<file path="src/rtl/regbank_pkg.sv">
// Shared definitions for the register bank: op field type and op encodings.
package regbank_pkg;

    typedef logic [2:0] op_t;

    localparam op_t OP_NOP  = 3'b000;
    localparam op_t OP_LOAD = 3'b001;
    localparam op_t OP_INC  = 3'b010;
    localparam op_t OP_DEC  = 3'b011;
    localparam op_t OP_CLR  = 3'b100;
    localparam op_t OP_SHL  = 3'b101;
    localparam op_t OP_SHR  = 3'b110;

endpackage

</file>
<file path="src/rtl/reg_alu_unit.sv">
// Combinational next-value / carry computation for one register of the bank.
// 'active' is high for every op that writes the register (not NOP or reserved).
module reg_alu_unit
    import regbank_pkg::*;
#(
    parameter int WIDTH = 8
) (
    input  op_t              op,
    input  logic [WIDTH-1:0] cur,
    input  logic [WIDTH-1:0] data_in,
    output logic [WIDTH-1:0] nxt,
    output logic             carry,
    output logic             active
);

    always_comb begin
        nxt    = cur;
        carry  = 1'b0;
        active = 1'b1;
        case (op)
            OP_LOAD: nxt = data_in;
            OP_INC:  {carry, nxt} = {1'b0, cur} + (WIDTH+1)'(1);
            OP_DEC: begin
                nxt   = cur - WIDTH'(1);
                carry = (cur == '0);
            end
            OP_CLR:  nxt = '0;
            OP_SHL: begin
                nxt   = {cur[WIDTH-2:0], 1'b0};
                carry = cur[WIDTH-1];
            end
            OP_SHR: begin
                nxt   = {1'b0, cur[WIDTH-1:1]};
                carry = cur[0];
            end
            default: active = 1'b0;
        endcase
    end

endmodule

</file>
<file path="src/rtl/register_bank_bus.sv">
// DEPTH x WIDTH register bank with one addressed op per cycle and a registered bus-out latch.
// Optional STATUS_FLAGS_EN adds registered zero_flag / carry_flag outputs.
module register_bank_bus
    import regbank_pkg::*;
#(
    parameter int WIDTH  = 8,
    parameter int DEPTH  = 4,
    parameter int ADDR_W = 2
) (
    input  logic              main_clock,
    input  logic              reset,
    input  op_t               op,
    input  logic [ADDR_W-1:0] wr_addr,
    input  logic [WIDTH-1:0]  data_in,
    input  logic [ADDR_W-1:0] rd_addr,
    input  logic              out_enable,
    output logic [WIDTH-1:0]  q,
    output logic [WIDTH-1:0]  bus_out,
    output logic              bus_valid
`ifdef STATUS_FLAGS_EN
    ,
    output logic              zero_flag,
    output logic              carry_flag
`endif
);

    logic [WIDTH-1:0] regs_q [DEPTH];
    logic [WIDTH-1:0] regs_d [DEPTH];
    logic [WIDTH-1:0] bus_out_q, bus_out_d;
    logic             bus_valid_q, bus_valid_d;

    logic [WIDTH-1:0] cur_val, rd_val, alu_nxt;
    logic             alu_carry, alu_active, wr_in_range, do_write;

    // Address decode: out-of-range addresses read as 0 and never match a write slot.
    always_comb begin
        cur_val     = '0;
        rd_val      = '0;
        wr_in_range = 1'b0;
        for (int i = 0; i < DEPTH; i++) begin
            if (wr_addr == ADDR_W'(i)) begin
                cur_val     = regs_q[i];
                wr_in_range = 1'b1;
            end
            if (rd_addr == ADDR_W'(i)) begin
                rd_val = regs_q[i];
            end
        end
    end

    reg_alu_unit #(.WIDTH(WIDTH)) u_alu (
        .op      (op),
        .cur     (cur_val),
        .data_in (data_in),
        .nxt     (alu_nxt),
        .carry   (alu_carry),
        .active  (alu_active)
    );

    assign do_write = alu_active & wr_in_range;

    always_comb begin
        for (int i = 0; i < DEPTH; i++) begin
            regs_d[i] = regs_q[i];
            if (do_write && (wr_addr == ADDR_W'(i))) begin
                regs_d[i] = alu_nxt;
            end
        end
    end

    // Capture samples the pre-edge register value, so a same-cycle write is not seen.
    always_comb begin
        bus_out_d   = out_enable ? rd_val : bus_out_q;
        bus_valid_d = out_enable;
    end

    always_ff @(posedge main_clock or posedge reset) begin
        if (reset) begin
            for (int i = 0; i < DEPTH; i++) begin
                regs_q[i] <= '0;
            end
            bus_out_q   <= '0;
            bus_valid_q <= 1'b0;
        end else begin
            for (int i = 0; i < DEPTH; i++) begin
                regs_q[i] <= regs_d[i];
            end
            bus_out_q   <= bus_out_d;
            bus_valid_q <= bus_valid_d;
        end
    end

    assign q         = rd_val;
    assign bus_out   = bus_out_q;
    assign bus_valid = bus_valid_q;

`ifdef STATUS_FLAGS_EN
    logic zero_flag_q, zero_flag_d;
    logic carry_flag_q, carry_flag_d;

    always_comb begin
        zero_flag_d  = zero_flag_q;
        carry_flag_d = carry_flag_q;
        if (do_write) begin
            zero_flag_d  = (alu_nxt == '0);
            carry_flag_d = alu_carry;
        end
    end

    always_ff @(posedge main_clock or posedge reset) begin
        if (reset) begin
            zero_flag_q  <= 1'b0;
            carry_flag_q <= 1'b0;
        end else begin
            zero_flag_q  <= zero_flag_d;
            carry_flag_q <= carry_flag_d;
        end
    end

    assign zero_flag  = zero_flag_q;
    assign carry_flag = carry_flag_q;
`else
    logic unused_carry;
    assign unused_carry = alu_carry;
`endif

endmodule

</file>
<file path="config.mk">
export PLATFORM = sky130hd
export DESIGN_NAME = register_bank_bus
export DESIGN_NICKNAME = d
export VERILOG_FILES = /design/src/rtl/regbank_pkg.sv /design/src/rtl/reg_alu_unit.sv /design/src/rtl/register_bank_bus.sv
export SDC_FILE = /design/constraint.sdc
export NUM_CORES = 1
export LEC_CHECK = 0
export ABC_AREA = 1
export BUFFER_PORTS_ARGS = -buffer_cell sky130_fd_sc_hd__buf_2
export CAP_MARGIN = 20
export CORE_UTILIZATION = 45
export CTS_CLUSTER_DIAMETER = 150
export DETAILED_ROUTE_END_ITERATION = 10
export GPL_ROUTABILITY_DRIVEN = 0
export PLACE_DENSITY_LB_ADDON = 0.08
export SYNTH_ARGS = -nofsm -noshare
export SYNTH_HDL_FRONTEND = slang
export SYNTH_HIERARCHICAL = 1
export SYNTH_SLANG_ARGS = --single-unit
export TNS_END_PERCENT = 5
</file>
<file path="constraint.sdc">
create_clock -name main_clock -period 5.7 [get_ports main_clock]
set_clock_uncertainty 0.1 [all_clocks]
set_input_delay 0 -clock main_clock [delete_from_list [all_inputs] [get_ports main_clock]]
set_output_delay 0 -clock main_clock [all_outputs]
set_load 0.01 [all_outputs]
</file>
# After elaboration in Yosys (flattened, before gate mapping)
# Index checks and enable logic that the tools add are counted.
# totals
ff_bits	41
latch_bits	0
ram_bits	0
romBits	0
in_bits	18
output_inout_bits	17
word_cells	42
n_memories	0
# classes
add_sub_neg	2
mul	0
div	0
order_cmp	0
n_eq_ne	12
shifts	0
mux	14
bitwise	1
reduce_logical	7
# ops
op	count
$mux 8	8
$pmux 8 s6	1
$eq 3x3->1 const B	3
$add 8x1->8 const B	1
$eq 2x2->1 const B	4
$sub 8x1->8 const B	1
$eq 3x2->1 const B	2
$reduce_or 6->1	1
$mux 1	5
$eq 2x1->1 const B	2
$logic_and 1x1->1	4
$logic_not 2->1	2
$eq 3x1->1 const B	1
$and 1x1->1	1

# Depth between registers and ports, before layout
# Gate-level depths: netlist of the first run.
# logic_depth
ltp_word	7
ltp_mapped	15
ltp_nobuf	15

# Modules after synthesis
# Netlist of the first run, hierarchy kept.
# by_module_without_submodules
mod	instances	cells_per_inst	area_per_inst_um2	seq_area_each_um2
register_bank_bus	1	250	2112.0	1026.0
reg_alu_unit	1	145	683.2	0.0

# Least setup slack after synthesis of the first run
# No wires, ideal clock.
# synth_path
kind	register to register
startpoint	reg regs_q[0] (netlist name)
endpoint	reg regs_q[2] (netlist name)
setup_ps	125
t_arrival_ps	1754
required_ps	5475
setup_slack_ps	3721
stages_incl_launch_ff	10
n_path_buf	0
synth_period_minus_slack_ps	1979
path_cell_list	dfrtp_1 inv_1 o2111ai_1 inv_1 ha_1 or2_2 nand3_1 nand4_1 inv_1 o21ai_1
# synth_via
elab_chain_len	3
word_cells_on_any_way	4
cone_classes	2 x add/sub; 2 x mux
# synth_lines
item	line	rtl
start: declaration	register_bank_bus.sv:27	logic [WIDTH-1:0] regs_q [DEPTH];
start signal: indexed assignment	register_bank_bus.sv:86	regs_q[i] <= regs_d[i];
$mux 8 (*)	register_bank_bus.sv:41	if (wr_addr == ADDR_W'(i)) begin
net cur_val[0]	register_bank_bus.sv:32	logic [WIDTH-1:0] cur_val, rd_val, alu_nxt;
$sub 8x1->8 or $add 8x1->8 (tied branches)	reg_alu_unit.sv:24, reg_alu_unit.sv:22	
$pmux 8 s6 (*)	reg_alu_unit.sv:20	case (op)
net alu_nxt[2]	register_bank_bus.sv:32	
# The timed path passes the listed nets; every way through them passes the cells marked *.
# A chain may end at the register's enable or synchronous reset.

# Final worst setup path of the first run
# layout_path
startpoint	reg regs_q[19] (netlist name)
endpoint	reg regs_q[31] (netlist name)
# layout_via
elab_chain_len	5
word_cells_on_any_way	6
cone_classes	2 x add/sub; 4 x mux
# layout_lines
item	line
$mux 8 (*) (3 in a row)	register_bank_bus.sv:41
net cur_val[3]	register_bank_bus.sv:32
$sub 8x1->8 or $add 8x1->8 (tied branches)	reg_alu_unit.sv:24, reg_alu_unit.sv:22
$pmux 8 s6 (*)	reg_alu_unit.sv:20
net alu_nxt[7]	register_bank_bus.sv:32
# Marks and branches as above.

==> reports/metrics.yaml, run 1 <==
status: "finished, final reports clean"
cp_num_buf_inv: 2
overflow: 0
switchingPower_uw: 419
wl_per_cell_um: 14.8
wl_met3_um: 414
grt_usage: 0.251
die_h_um: 80.4
sequentialPowerShare: 0.406
highest_layer: "met4"
h-tree-depth: 2
final_antenna_net_count: 0
finalCriticalPeriod_ns: 2.13
totalPowerFinal_uw: 1070
leakage_uw: 0.00154
root_buffer: "clkbuf_8"
powerDensity_nw_per_um2: 343
clock_path_buffers: 2
die_width_um: 80.4
cts_tree: "built"
post-dp-hpwl_mm: 5.37
clock_latency_ns: 0.30
io_buffers: 34
final_area_um2: 3110
core-area_um2: 5920
cp_slowest_cell: "dfrtp_1"
p_sw_frac: 0.393
fill_cells: 627
num_rows: 28
grt_pass1_wl_mm: 12.2
start_util: 0.467
hold_violations: 0
drc: 0
cap_viol_max_count: 0
post-route-period-util: 0.374
numCtsBuffers: 5
fin_setup_tns_ns: 0
peakVddDrop_v: 0.000179
drt-vias-per-instance: 5.41
synth.avg_cell_area_um2: 7.11
p_int_uw: 647
path_clk_slew_ns: 0.08
firstDrtPassIters: 4
worstSetupPathType: "flop to flop"
path_delay_family: "simple AND/OR/NAND/NOR gates"
comb_power_share: 0.362
setup.worst_path.start_class: "flop"
initialDrtViolationCount: 254
postCtsSetupBuffers: 0
crit_fanout: 6
nNetsFinal: 445
finalSetupViolCount: 0
post_route_cells_drive_above_1_share: 0.216
multi_input_area_um2: 1510
synth_nets: 410
wl_mm: 7.40
hold_class: "input pin to flop"
worst_slew_pin_slew_ns: 0.656
antenna_found_initial: 0
slew_violations: 0
via_count: 2707
seqCellArea_um2: 1030
synthCells: 389
place_area_um2: 2970
ys_warn_count: 6
grt_pass1_vias: 2466
wl_met1_mm: 3.45
cpPeakStageDelay_ns: 0.42
io_pins: 35
grt_max_degree: 42
rsz0062_at_grt: "false"
cp.required_ns: 5.79
syn_to_final_growth_pct: 12.4
cp.arrival_ns: 2.23
worstPathCellList: "nand2_1 -> nand4_1 -> inv_1 -> nand2_1 -> nor2_1 -> nand3_1 -> nand3_1 -> nand4_1 -> inv_1 -> o21ai_1"
worstSetupEndpointType: "flop"
whs_ns: 0.0631
synthesis.area_um2: 2760
cts-resized-gates: 0
die-area_um2: 6460
fmax_mhz: 469
clock-sinks: 41
wl_met2_mm: 3.41
cts_hold_buffers: 2
max-slew-margin-rel: 0.561
diodes: 0
pwr-share-clk: 0.232
-- registers in the layout (all words and copies together) (netlist names) --
| signal | cells |
|---|---|
| regs_q | 32 |
| bus_valid | 1 |
| bus_out | 8 |
-- metrics by stage --
step                      setup WS, ns  utilization  instances
final                             3.57        0.525        500
after global routing              3.35        0.525        500
after CTS                         3.56        0.525        500
after detailed placement          3.45        0.501        490
after global placement            3.51        0.501        490
after floorplan                   3.77            -        389
-- worst paths after layout --
check	slack, ns	start	endpoint	depth (start not counted)
max	3.57	regs_q[19]$_DFFE_PP0P_	regs_q[31]$_DFFE_PP0P_	10
min	0.06	data_in[2]	regs_q[10]$_DFFE_PP0P_	5
max reg2reg	3.57	regs_q[19]$_DFFE_PP0P_	regs_q[31]$_DFFE_PP0P_	10
min reg2reg	0.38	bus_out[5]$_DFFE_PP0P_	bus_out[5]$_DFFE_PP0P_	2
max in group asynchronous	4.86	reset	regs_q[24]$_DFFE_PP0P_	4
min in group asynchronous	0.26	reset	regs_q[7]$_DFFE_PP0P_	4
-- area by class of cell --
cell class,instances,share of cell area
sequential,41,0.330
clock inverter,1,0.00967
clock buffer,7,0.0278
inverter,43,0.0520
tap,75,0.0302
timing repair buffer,37,0.0637
multi-input combinational,296,0.486
-- power by group through the flow --
stage,clock network [uW],logic [uW],registers [uW]
after floorplan,0,285,422
after global placement,0,377,435
after detailed placement,0,382,435
after CTS,251,385,430
after global routing,263,439,442
final,247,386,433
-- tightest hold or removal path, delay by kind of cell --
kind            cells  cell delay (ns)
compound gates      2             0.19
buf+inv             2             0.17
simple gates        1             0.06
-- routing by layer --
metal,track usage,vias up
met4,0.0786,0
li1,-,1334
met3,0.0352,10
met5,0,-
met1,0.333,1276
met2,0.419,87
-- placed cells by master, fill, tap and decap left out, types with 2 or more instances in the layout --
| cell type | instances |
|---|---|
| o21ai_2 | 19 |
| nand2_2 | 6 |
| nand3_1 | 43 |
| nor3_1 | 2 |
| nor2_1 | 20 |
| and2_1 | 8 |
| nand2_1 | 131 |
| nand3_2 | 2 |
| inv_1 | 35 |
| inv_2 | 8 |
| nor2_4 | 2 |
| dfrtp_1 | 41 |
| o21ai_0 | 15 |
| nand2_4 | 4 |
| ha_1 | 3 |
| dlygate4sd3_1 | 2 |
| o21ai_1 | 13 |
| a21oi_1 | 2 |
| or2_2 | 6 |
| nand4_1 | 10 |
| buf_2 | 34 |
| clkbuf_8 | 6 |
| o2111ai_1 | 3 |
| o22ai_1 | 2 |
Note: power is estimated with default switching activity, not from simulation.
==> run 2: changes to the inputs <==
==> constraint.sdc (replaced) <==
create_clock -name main_clock -period 1.9 [get_ports main_clock]
set_clock_uncertainty 0.1 [all_clocks]
set_input_delay 0 -clock main_clock [delete_from_list [all_inputs] [get_ports main_clock]]
set_output_delay 0 -clock main_clock [all_outputs]
set_load 0.01 [all_outputs]
==> reports/metrics.yaml, run 2 (synthesized netlist as in run 1, its figures left out) <==
status: "finished, final reports clean"
clock_latency_ns: 0.29
wl_per_cell_um: 14.3
start_util: 0.467
worstSetupEndpointType: "flop"
h-tree-depth: 2
fmax_mhz: 543
largest_reg_flops: 32
cp.arrival_ns: 1.92
post-dp-hpwl_mm: 5.95
hold_class: "input pin to flop"
overflow: 0
hold_violations: 0
worstPathCellList: "nand2_1 -> nand4_1 -> ha_2 -> nand2_4 -> nor2_4 -> nand2_1 -> nand2_1 -> nand3_1 -> nand2_1 -> nor2_1 -> nand2_1 -> inv_2 -> o21ai_1"
grt_usage: 0.262
cap_viol_max_count: 0
path_clk_slew_ns: 0.08
crit_top_cell: "nand2_1"
drt-vias-per-instance: 5.30
setup.worst_path.start_class: "flop"
initialDrtViolationCount: 170
cp_num_buf_inv: 1
top_register: "regs_q"
powerDensity_nw_per_um2: 1000
fill_cells: 543
wl_mm: 7.74
worst_slew_pin_slew_ns: 0.483
rsz0062_at_grt: "true"
cp.required_ns: 1.98
numCtsBuffers: 5
clock-sinks: 41
path_delay_family: "simple AND/OR/NAND/NOR gates"
final_antenna_net_count: 0
final_common_cell: "nand2_1"
post-route-period-util: 0.969
die_width_um: 80.4
cp_slowest_cell: "dfrtp_1"
drc: 0
post_route_cells_drive_above_1_share: 0.359
grt_pass1_vias: 2706
grt_max_degree: 34
final_cell_mix: "127 x nand2_1, 41 x dfrtp_1, 40 x nand3_1"
num_rows: 28
slew_violations: 0
root_buffer: "clkbuf_8"
crit_fanout: 4
io_pins: 35
syn_to_final_growth_pct: 27.2
peakVddDrop_v: 0.000420
core-area_um2: 5920
nNetsFinal: 486
io_buffers: 34
die-area_um2: 6460
final_area_um2: 3510
max-slew-margin-rel: 0.678
worst_slack_ns: 0.0593
antenna_found_initial: 0
via_count: 2861
place_worst_setup_slack_ns: -0.0530
die_h_um: 80.4
firstDrtPassIters: 5
grt_pass1_wl_mm: 12.9
worstSetupPathType: "flop to flop"
leakage_uw: 0.00176
diodes: 0
clock_path_buffers: 2
finalNonFillerCells: 540
whs_ns: 0.0495
place_area_um2: 3260
finalCriticalPeriod_ns: 1.84
r2r_slack_ns: 0.06
cts_tree: "built"
cpPeakStageDelay_ns: 0.42
fin_setup_tns_ns: 0
finalSetupViolCount: 0
place_inst: 526
==> run 2: power breakdown <==
part	switching, uW	total (uW)	internal [uW]
sequential	183	1290	1100
clock	301	589	287
combinational	926	1650	723
==> run 2: worst register-to-register path, stage by stage, from the launching register on <==
cell	delay [ns]
dfrtp_1	0.42
nand2_1	0.08
nand4_1	0.18
ha_2	0.28
nand2_4	0.09
nor2_4	0.04
nand2_1	0.05
nand2_1	0.04
nand3_1	0.06
nand2_1	0.05
nor2_1	0.08
nand2_1	0.07
inv_2	0.10
o21ai_1	0.09
==> run 2: what timing repair did <==
action / in CTS / in global routing
pin swaps: 1 / 13
resized for setup: 7 / 35
endpoints found under the hold margin: 50 / 0
cloned: 0 / 0
setup endpoints to repair: 24 / 32
hold buffers: 2 / 0
setup buffers: 1 / 4
==> run 2: area by class of cell <==
| cell class | count | area, um2 | share of cell area |
|---|---|---|---|
| sequential | 41 | 1030 | 0.292 |
| clock inverter | 1 | 7.51 | 0.00214 |
| clock buffer | 6 | 82.6 | 0.0235 |
| timing repair buffer | 78 | 526 | 0.150 |
| tap | 75 | 93.8 | 0.0267 |
| multi-input combinational | 296 | 1620 | 0.460 |
| inverter | 43 | 161 | 0.0459 |
==> run 2: through the flow <==
step	util	power, uW
finish	0.594	3520
global route	0.594	3790
CTS	0.570	3380
detailed placement	0.550	2750
global placement	0.550	2740
floorplan	-	2120
==> run 2: final timing paths <==
path,start,depth (start not counted),end
setup / recovery,regs_q[9]$_DFFE_PP0P_,13,regs_q[6]$_DFFE_PP0P_
hold / removal,data_in[2],5,regs_q[18]$_DFFE_PP0P_
setup reg to reg,regs_q[9]$_DFFE_PP0P_,13,regs_q[6]$_DFFE_PP0P_
hold reg to reg,bus_out[4]$_DFFE_PP0P_,2,bus_out[4]$_DFFE_PP0P_
max in group asynchronous,reset,4,regs_q[30]$_DFFE_PP0P_
min in group asynchronous,reset,3,regs_q[7]$_DFFE_PP0P_
==> run 2: metal layers <==
metal,part of all wire,vias to the layer above,routed length (um),GRT usage
met5,0,-,0,0
met4,0.014,0,107,0.0768
met3,0.041,10,320,0.0398
met2,0.47,87,3640,0.429
met1,0.47,1346,3670,0.354
li1,-,1418,-,-
